**src/rtl/id_ex_stage_if.sv**
```systemverilog
// id_ex_stage_if: decoded-instruction, forwarding and EX-output bundle between ID/EX control and the ID/EX stage
interface id_ex_stage_if #(
    parameter int DW   = 32,
    parameter int RW   = 5,
    parameter int CNTW = 16
);
    logic            flush;
    logic            id_valid;
    logic [3:0]      id_aluop;
    logic [RW-1:0]   id_rs;
    logic [RW-1:0]   id_rt;
    logic            id_uses_rt;
    logic [RW-1:0]   id_rd;
    logic [DW-1:0]   id_rs_data;
    logic [DW-1:0]   id_rt_data;
    logic [DW-1:0]   id_imm;
    logic            id_alusrc;
    logic            id_memread;
    logic            id_memwrite;
    logic            id_regwrite;
    logic            exmem_regwrite;
    logic [RW-1:0]   exmem_rd;
    logic [DW-1:0]   exmem_result;
    logic            memwb_regwrite;
    logic [RW-1:0]   memwb_rd;
    logic [DW-1:0]   memwb_result;
    logic            stall;
    logic            ex_valid;
    logic [3:0]      ex_aluop;
    logic [DW-1:0]   ex_a;
    logic [DW-1:0]   ex_b;
    logic [DW-1:0]   ex_store_data;
    logic [RW-1:0]   ex_rd;
    logic            ex_memread;
    logic            ex_memwrite;
    logic            ex_regwrite;
    logic [CNTW-1:0] stall_count;

    modport master (
        output flush, id_valid, id_aluop, id_rs, id_rt, id_uses_rt, id_rd,
               id_rs_data, id_rt_data, id_imm, id_alusrc, id_memread, id_memwrite, id_regwrite,
               exmem_regwrite, exmem_rd, exmem_result, memwb_regwrite, memwb_rd, memwb_result,
        input  stall, ex_valid, ex_aluop, ex_a, ex_b, ex_store_data, ex_rd,
               ex_memread, ex_memwrite, ex_regwrite, stall_count
    );

    modport slave (
        input  flush, id_valid, id_aluop, id_rs, id_rt, id_uses_rt, id_rd,
               id_rs_data, id_rt_data, id_imm, id_alusrc, id_memread, id_memwrite, id_regwrite,
               exmem_regwrite, exmem_rd, exmem_result, memwb_regwrite, memwb_rd, memwb_result,
        output stall, ex_valid, ex_aluop, ex_a, ex_b, ex_store_data, ex_rd,
               ex_memread, ex_memwrite, ex_regwrite, stall_count
    );
endinterface

```
**src/rtl/id_ex_stage.sv**
```systemverilog
// id_ex_stage: ID/EX pipeline register with lw load-use stall detection, EX operand forwarding and a saturating stall counter
module id_ex_stage #(
    parameter int DW   = 32,
    parameter int RW   = 5,
    parameter int CNTW = 16
) (
    input logic          clk,
    input logic          reset,
    id_ex_stage_if.slave bus
);
    localparam logic [3:0] ALU_PASS_A = 4'b1010;
    logic            valid_q, memread_q, memwrite_q, regwrite_q, alusrc_q;
    logic [3:0]      aluop_q;
    logic [RW-1:0]   rd_q, rs_q, rt_q;
    logic [DW-1:0]   rs_data_q, rt_data_q, imm_q;
    logic [CNTW-1:0] cnt_q;
    logic            hazard, stall, load;
    logic [DW-1:0]   rs_fwd, rt_fwd;
    always_comb begin
        hazard = valid_q && memread_q && rd_q != '0 &&
                 (rd_q == bus.id_rs || (bus.id_uses_rt && rd_q == bus.id_rt));
        stall  = bus.id_valid && hazard && !bus.flush;
        load   = bus.id_valid && !bus.flush && !stall;
    end
    // Register 0 is hardwired to zero, so it never takes a forwarded value.
    always_comb begin
        rs_fwd = rs_q == '0 ? rs_data_q :
                 bus.exmem_regwrite && bus.exmem_rd == rs_q ? bus.exmem_result :
                 bus.memwb_regwrite && bus.memwb_rd == rs_q ? bus.memwb_result : rs_data_q;
        rt_fwd = rt_q == '0 ? rt_data_q :
                 bus.exmem_regwrite && bus.exmem_rd == rt_q ? bus.exmem_result :
                 bus.memwb_regwrite && bus.memwb_rd == rt_q ? bus.memwb_result : rt_data_q;
    end
    // Bubbles clear only control; data fields keep their old contents.
    always_ff @(posedge clk or posedge reset) begin
        if (reset) begin
            valid_q    <= 1'b0;
            memread_q  <= 1'b0;
            memwrite_q <= 1'b0;
            regwrite_q <= 1'b0;
            alusrc_q   <= 1'b0;
            aluop_q    <= ALU_PASS_A;
            rd_q       <= '0;
            rs_q       <= '0;
            rt_q       <= '0;
            rs_data_q  <= '0;
            rt_data_q  <= '0;
            imm_q      <= '0;
        end else if (load) begin
            valid_q    <= 1'b1;
            memread_q  <= bus.id_memread;
            memwrite_q <= bus.id_memwrite;
            regwrite_q <= bus.id_regwrite;
            alusrc_q   <= bus.id_alusrc;
            aluop_q    <= bus.id_aluop;
            rd_q       <= bus.id_rd;
            rs_q       <= bus.id_rs;
            rt_q       <= bus.id_rt;
            rs_data_q  <= bus.id_rs_data;
            rt_data_q  <= bus.id_rt_data;
            imm_q      <= bus.id_imm;
        end else begin
            valid_q    <= 1'b0;
            memread_q  <= 1'b0;
            memwrite_q <= 1'b0;
            regwrite_q <= 1'b0;
            aluop_q    <= ALU_PASS_A;
        end
    end
    always_ff @(posedge clk or posedge reset) begin
        if (reset) cnt_q <= '0;
        else if (stall && cnt_q != '1) cnt_q <= cnt_q + 1'b1;
    end
    assign bus.stall         = stall;
    assign bus.ex_valid      = valid_q;
    assign bus.ex_aluop      = aluop_q;
    assign bus.ex_a          = rs_fwd;
    assign bus.ex_b          = alusrc_q ? imm_q : rt_fwd;
    assign bus.ex_store_data = rt_fwd;
    assign bus.ex_rd         = rd_q;
    assign bus.ex_memread    = memread_q;
    assign bus.ex_memwrite   = memwrite_q;
    assign bus.ex_regwrite   = regwrite_q;
    assign bus.stall_count   = cnt_q;
endmodule
```
**src/flat_wrapper.sv**
```systemverilog
// flat-port wrapper written by rule: the top's interface ports become plain ports
module id_ex_stage_flat 
#(
    parameter int DW   = 32,
    parameter int RW   = 5,
    parameter int CNTW = 16
)
  (clk, reset, bus_flush, bus_id_valid, bus_id_aluop, bus_id_rs, bus_id_rt, bus_id_uses_rt, bus_id_rd, bus_id_rs_data, bus_id_rt_data, bus_id_imm, bus_id_alusrc, bus_id_memread, bus_id_memwrite, bus_id_regwrite, bus_exmem_regwrite, bus_exmem_rd, bus_exmem_result, bus_memwb_regwrite, bus_memwb_rd, bus_memwb_result, bus_stall, bus_ex_valid, bus_ex_aluop, bus_ex_a, bus_ex_b, bus_ex_store_data, bus_ex_rd, bus_ex_memread, bus_ex_memwrite, bus_ex_regwrite, bus_stall_count);
  id_ex_stage_if #(.DW(DW), .RW(RW), .CNTW(CNTW)) bus_i ();
  input logic clk;
  input logic reset;
  input wire logic [$bits(bus_i.flush)-1:0] bus_flush;
  input wire logic [$bits(bus_i.id_valid)-1:0] bus_id_valid;
  input wire logic [$bits(bus_i.id_aluop)-1:0] bus_id_aluop;
  input wire logic [$bits(bus_i.id_rs)-1:0] bus_id_rs;
  input wire logic [$bits(bus_i.id_rt)-1:0] bus_id_rt;
  input wire logic [$bits(bus_i.id_uses_rt)-1:0] bus_id_uses_rt;
  input wire logic [$bits(bus_i.id_rd)-1:0] bus_id_rd;
  input wire logic [$bits(bus_i.id_rs_data)-1:0] bus_id_rs_data;
  input wire logic [$bits(bus_i.id_rt_data)-1:0] bus_id_rt_data;
  input wire logic [$bits(bus_i.id_imm)-1:0] bus_id_imm;
  input wire logic [$bits(bus_i.id_alusrc)-1:0] bus_id_alusrc;
  input wire logic [$bits(bus_i.id_memread)-1:0] bus_id_memread;
  input wire logic [$bits(bus_i.id_memwrite)-1:0] bus_id_memwrite;
  input wire logic [$bits(bus_i.id_regwrite)-1:0] bus_id_regwrite;
  input wire logic [$bits(bus_i.exmem_regwrite)-1:0] bus_exmem_regwrite;
  input wire logic [$bits(bus_i.exmem_rd)-1:0] bus_exmem_rd;
  input wire logic [$bits(bus_i.exmem_result)-1:0] bus_exmem_result;
  input wire logic [$bits(bus_i.memwb_regwrite)-1:0] bus_memwb_regwrite;
  input wire logic [$bits(bus_i.memwb_rd)-1:0] bus_memwb_rd;
  input wire logic [$bits(bus_i.memwb_result)-1:0] bus_memwb_result;
  output wire logic [$bits(bus_i.stall)-1:0] bus_stall;
  output wire logic [$bits(bus_i.ex_valid)-1:0] bus_ex_valid;
  output wire logic [$bits(bus_i.ex_aluop)-1:0] bus_ex_aluop;
  output wire logic [$bits(bus_i.ex_a)-1:0] bus_ex_a;
  output wire logic [$bits(bus_i.ex_b)-1:0] bus_ex_b;
  output wire logic [$bits(bus_i.ex_store_data)-1:0] bus_ex_store_data;
  output wire logic [$bits(bus_i.ex_rd)-1:0] bus_ex_rd;
  output wire logic [$bits(bus_i.ex_memread)-1:0] bus_ex_memread;
  output wire logic [$bits(bus_i.ex_memwrite)-1:0] bus_ex_memwrite;
  output wire logic [$bits(bus_i.ex_regwrite)-1:0] bus_ex_regwrite;
  output wire logic [$bits(bus_i.stall_count)-1:0] bus_stall_count;
  assign bus_i.flush = bus_flush;
  assign bus_i.id_valid = bus_id_valid;
  assign bus_i.id_aluop = bus_id_aluop;
  assign bus_i.id_rs = bus_id_rs;
  assign bus_i.id_rt = bus_id_rt;
  assign bus_i.id_uses_rt = bus_id_uses_rt;
  assign bus_i.id_rd = bus_id_rd;
  assign bus_i.id_rs_data = bus_id_rs_data;
  assign bus_i.id_rt_data = bus_id_rt_data;
  assign bus_i.id_imm = bus_id_imm;
  assign bus_i.id_alusrc = bus_id_alusrc;
  assign bus_i.id_memread = bus_id_memread;
  assign bus_i.id_memwrite = bus_id_memwrite;
  assign bus_i.id_regwrite = bus_id_regwrite;
  assign bus_i.exmem_regwrite = bus_exmem_regwrite;
  assign bus_i.exmem_rd = bus_exmem_rd;
  assign bus_i.exmem_result = bus_exmem_result;
  assign bus_i.memwb_regwrite = bus_memwb_regwrite;
  assign bus_i.memwb_rd = bus_memwb_rd;
  assign bus_i.memwb_result = bus_memwb_result;
  assign bus_stall = bus_i.stall;
  assign bus_ex_valid = bus_i.ex_valid;
  assign bus_ex_aluop = bus_i.ex_aluop;
  assign bus_ex_a = bus_i.ex_a;
  assign bus_ex_b = bus_i.ex_b;
  assign bus_ex_store_data = bus_i.ex_store_data;
  assign bus_ex_rd = bus_i.ex_rd;
  assign bus_ex_memread = bus_i.ex_memread;
  assign bus_ex_memwrite = bus_i.ex_memwrite;
  assign bus_ex_regwrite = bus_i.ex_regwrite;
  assign bus_stall_count = bus_i.stall_count;
  id_ex_stage #(.DW(DW), .RW(RW), .CNTW(CNTW)) u_core (.clk(clk), .reset(reset), .bus(bus_i));
endmodule
```
**config.mk**
```make
export PLATFORM = sky130hd
export DESIGN_NAME = id_ex_stage_flat
export DESIGN_NICKNAME = d
export VERILOG_FILES = /design/src/rtl/id_ex_stage_if.sv /design/src/rtl/id_ex_stage.sv /design/src/flat_wrapper.sv
export SDC_FILE = /design/constraint.sdc
export NUM_CORES = 1
export LEC_CHECK = 0
export CORE_UTILIZATION = 42
export DETAILED_ROUTE_END_ITERATION = 8
export GPL_TIMING_DRIVEN = 0
export PLACE_DENSITY = 0.87
export SLEW_MARGIN = 5
export SYNTH_ARGS = -nofsm -noshare
export SYNTH_HDL_FRONTEND = slang
export SYNTH_SLANG_ARGS = --single-unit
```
**constraint.sdc**
```tcl
create_clock -name clk -period 5.2 [get_ports clk]
set_input_delay 1.04 -clock clk [delete_from_list [all_inputs] [get_ports clk]]
set_output_delay 1.04 -clock clk [all_outputs]
set_load 0.01 [all_outputs]
```
==> run metrics <==
nets@finish ~1100; Worst Path Max Fanout 10; # H-tree levels 4; Post-Place Worst Slack ~0.026 ns; detailed-route wire length per cell 20.3 µm; MaxCap Viol Count 0; WP data required 4.16 ns; Tightest Hold Check Type reg -> reg; Die Ht 133 µm; worst-case setup margin in the final layout between 0.2 and 0.25 ns; run status finished, final reports clean; wire length of the first global-routing pass approximately 37 mm; number of global-route vias before repair 6737; kind of end point of the critical path primary output; Port-buffer cells approximately 330; number of synthesized register bits roughly 140; post-synthesis xor/xnor area fraction under 10%; Inserted Clock Buffers 17; drc violations 0; portion of netlist area occupied by mux cells a little under a quarter; Worst Setup Start Kind input pin; most frequent cell after synthesis sky130_fd_sc_hd__mux2_2; wire length reported by the detailed router 23.8 mm; hold slack around 0.49 ns; via count of the routed design roughly 6400; filler cell count 1264; post-layout min period about 5.0 ns; setup total negative slack 0 ns; FF-to-FF setup slack 2.70 ns; final worst-path cycle share a little over nine tenths; TritonCTS clock tree yes; portion of the post-synthesis area used by sequential elements 47.5%; via/cell ratio roughly 5.5; Clock Path Buffers 2; net count of the mapped netlist 795; num rows between 40 and 50; GRT Util Overall a little over a quarter; Synth Flop Type sky130_fd_sc_hd__dfrtp_1; CP arrival 3.95 ns; max frequency 200 MHz; slew margin rel. roughly half; post-synthesis area per instance 12.1 µm²; number of enable-type register cells in the synthesized netlist 0; final number of setup-violating endpoints 0; total of hold buffers inserted after clock tree synthesis 0; die area 17600 µm²; count of final hold-check violations 0; asr flop ratio synth 100%; clock input transition at the sequential cells of the worst setup and hold paths roughly 0.06 ns; Simple-Gate Fraction of Synth Area a little under a tenth; area of the multi-input gates 3480 µm²; initial core utilization between 40% and 50%; Horiz. Die Dim about 130 µm; Detailed Routing Iterations Pass 1 5; remaining antenna violation count after routing 0; RD Place Congestion roughly 0.84; sequential power share 35.1%; antenna violations before repair 0; count of distinct cell types in the synthesized netlist 37; largest family of logic cells by synthesized area multiplexers; final global-route overflow total 0; Combinational Power Share between 20% and 30%; NetSw ~970 µW; area overhead of the layout relative to synthesis 58.4%; area share of fa/ha/maj cells after synthesis 0.175%; clock tree sinks between 100 and 150; Commonest cells post-synth sky130_fd_sc_hd__mux2_2, sky130_fd_sc_hd__dfrtp_1, sky130_fd_sc_hd__and3_1; Core Area between 15000 and 20000 µm²; power per unit of standard cell area between 300 and 400 nW/µm²; Internal about 2.7 mW; Inserted Diodes 0; DP HPWL between 15 and 20 mm; Synth top area share roughly 47%; slew at the pin closest to its max-slew limit around 0.74 ns; clock root buffer sky130_fd_sc_hd__clkbuf_16; switching part of the total power a little over a quarter; power share of the clock group about a third; gate count of the mapped netlist between 500 and 600; worst clock skew 0.0109 ns; RSZ-0062 raised after global routing no; Clk Latency, worst-skew pair about 0.41 ns; largest net degree at the start of global routing 70; number of slew-limit violations in the final report 0; area taken by flip-flops and latches around 3400 µm²; top area cells in the synthesized netlist sky130_fd_sc_hd__dfrtp_1, sky130_fd_sc_hd__mux2_2, sky130_fd_sc_hd__a221o_1, sky130_fd_sc_hd__and3_1, sky130_fd_sc_hd__a22oi_1; share of cells above drive strength 1 21.5%; compound-cell area share of the yosys netlist between 10% and 20%; violation count after the first detailed-routing iteration 295; Static Leakage between 4 and 5 nW; largest area contributor in the synthesized netlist sky130_fd_sc_hd__dfrtp_1; Top-Level Pins 326; Setup CP Type in -> out; VDD IR-drop max around 0.00021 V; Ys Warns 0; Post-Syn Area slightly above 7000 µm²
-- kinds of logic after synthesis --
group / count (synthesis)
multiplexers: 147
adder cells (fa/ha/maj): 1
AO/OA/AOI/OAI: 100
AND/OR/NAND/NOR: 122
flip-flops: 136
buffers and inverters: 45
XOR/XNOR: 43
-- worst max-delay path, stage by stage --
cell	delay (ns)
sky130_fd_sc_hd__clkdlybuf4s50_1	0.54
sky130_fd_sc_hd__xnor2_1	0.14
sky130_fd_sc_hd__nand4_1	0.19
sky130_fd_sc_hd__nor4_4	0.48
sky130_fd_sc_hd__nor2_2	0.18
sky130_fd_sc_hd__buf_2	0.26
sky130_fd_sc_hd__a221o_1	0.36
sky130_fd_sc_hd__mux2_2	0.27
sky130_fd_sc_hd__clkdlybuf4s50_1	0.49
-- area by class of cell --
class                   count  area share [%]
clock buffers              23            4.30
inverters                   1          0.0771
flip-flops and latches    136            30.0
plain buffers              43            2.42
repair buffers            326            28.9
clock inverters             9            1.21
well taps                 220            2.42
multi-input cells         413            30.7
-- metal layers --
metal | wire length, µm | up-vias | part of all wire (%) | global-route usage [%]
met1 | 9630 | 3156 | 40 | 32.8
met3 | 1700 | 47 | 7.1 | 7.59
met5 | 0 | - | 0 | 0
met2 | 11800 | 285 | 49 | 46.6
met4 | 714 | 0 | 3.0 | 10.7
li1 | - | 2896 | - | -
-- flip-flops by register name, summed over array words and instances, names as in the netlist --
| register | flops |
|---|---|
| u_core.bus.ex_rd | 5 |
| u_core.rs_data_q | 32 |
| u_core.rt_q | 5 |
| u_core.imm_q | 32 |
| u_core.bus.ex_memwrite | 1 |
| u_core.bus.ex_memread | 1 |
| u_core.bus.stall_count | 16 |
| u_core.rs_q | 5 |
| u_core.bus.ex_regwrite | 1 |
| u_core.alusrc_q | 1 |
| u_core.bus.ex_aluop | 4 |
| u_core.rt_data_q | 32 |
| u_core.bus.ex_valid | 1 |
-- power by group through the flow --
stage / Clock, mW / Combinational (mW) / Sequential, mW
6_report: 1.28 / 1.08 / 1.28
2_1_floorplan: 0 / 0.493 / 1.27
4_1_cts: 1.30 / 1.09 / 1.28
3_5_place_dp: 0 / 1.08 / 1.30
5_1_grt: 1.35 / 1.15 / 1.29
3_3_place_gp: 0 / 1.06 / 1.29
-- layout by cell type (no fill, tap or decap), drive strengths merged, types with 5 or more instances in the layout --
cell | netlist | layout
buf | 24 | 25
nor2 | 6 | 6
dfrtp | 134 | 134
o21ai | 32 | 32
nand4 | 7 | 7
and2 | 5 | 5
mux2 | 147 | 147
clkbuf | 20 | 42
xnor2 | 23 | 23
nand2 | 38 | 38
a221o | 32 | 32
nand3 | 8 | 8
and3 | 39 | 39
xor2 | 20 | 20
clkdlybuf4s50 | 0 | 325
a22oi | 32 | 32
-- final timing paths --
kind | start | to | depth (start not counted)
min in group asynchronous | reset | u_core.rt_data_q[9] | 2
max in group asynchronous | reset | u_core.rt_data_q[18] | 3
worst max register to register | u_core.bus.ex_rd[0] | u_core.imm_q[2] | 7
worst min-delay path | u_core.imm_q[25] | u_core.imm_q[25] | 1
worst max-delay path | bus_memwb_rd[1] | bus_ex_b[2] | 9
worst min register to register | u_core.imm_q[25] | u_core.imm_q[25] | 1
-- through the flow --
stage | area [µm²] | std cells | power, mW | util (%)
after floorplan | 7170 | 594 | 1.77 | -
after global placement | 10700 | 1139 | 2.35 | 64.3
after detailed placement | 10700 | 1140 | 2.38 | 64.5
after CTS | 11400 | 1172 | 3.66 | 68.2
after global routing | 11400 | 1171 | 3.79 | 68.2
final | 11400 | 1171 | 3.64 | 68.2
-- repair_timing --
| item | CTS | global route |
|---|---|---|
| gates resized for setup | 0 | 8 |
| buffers inserted | 0 | 0 |
| endpoints found under the setup margin | 0 | 30 |
(Power assumes the default switching activity.)
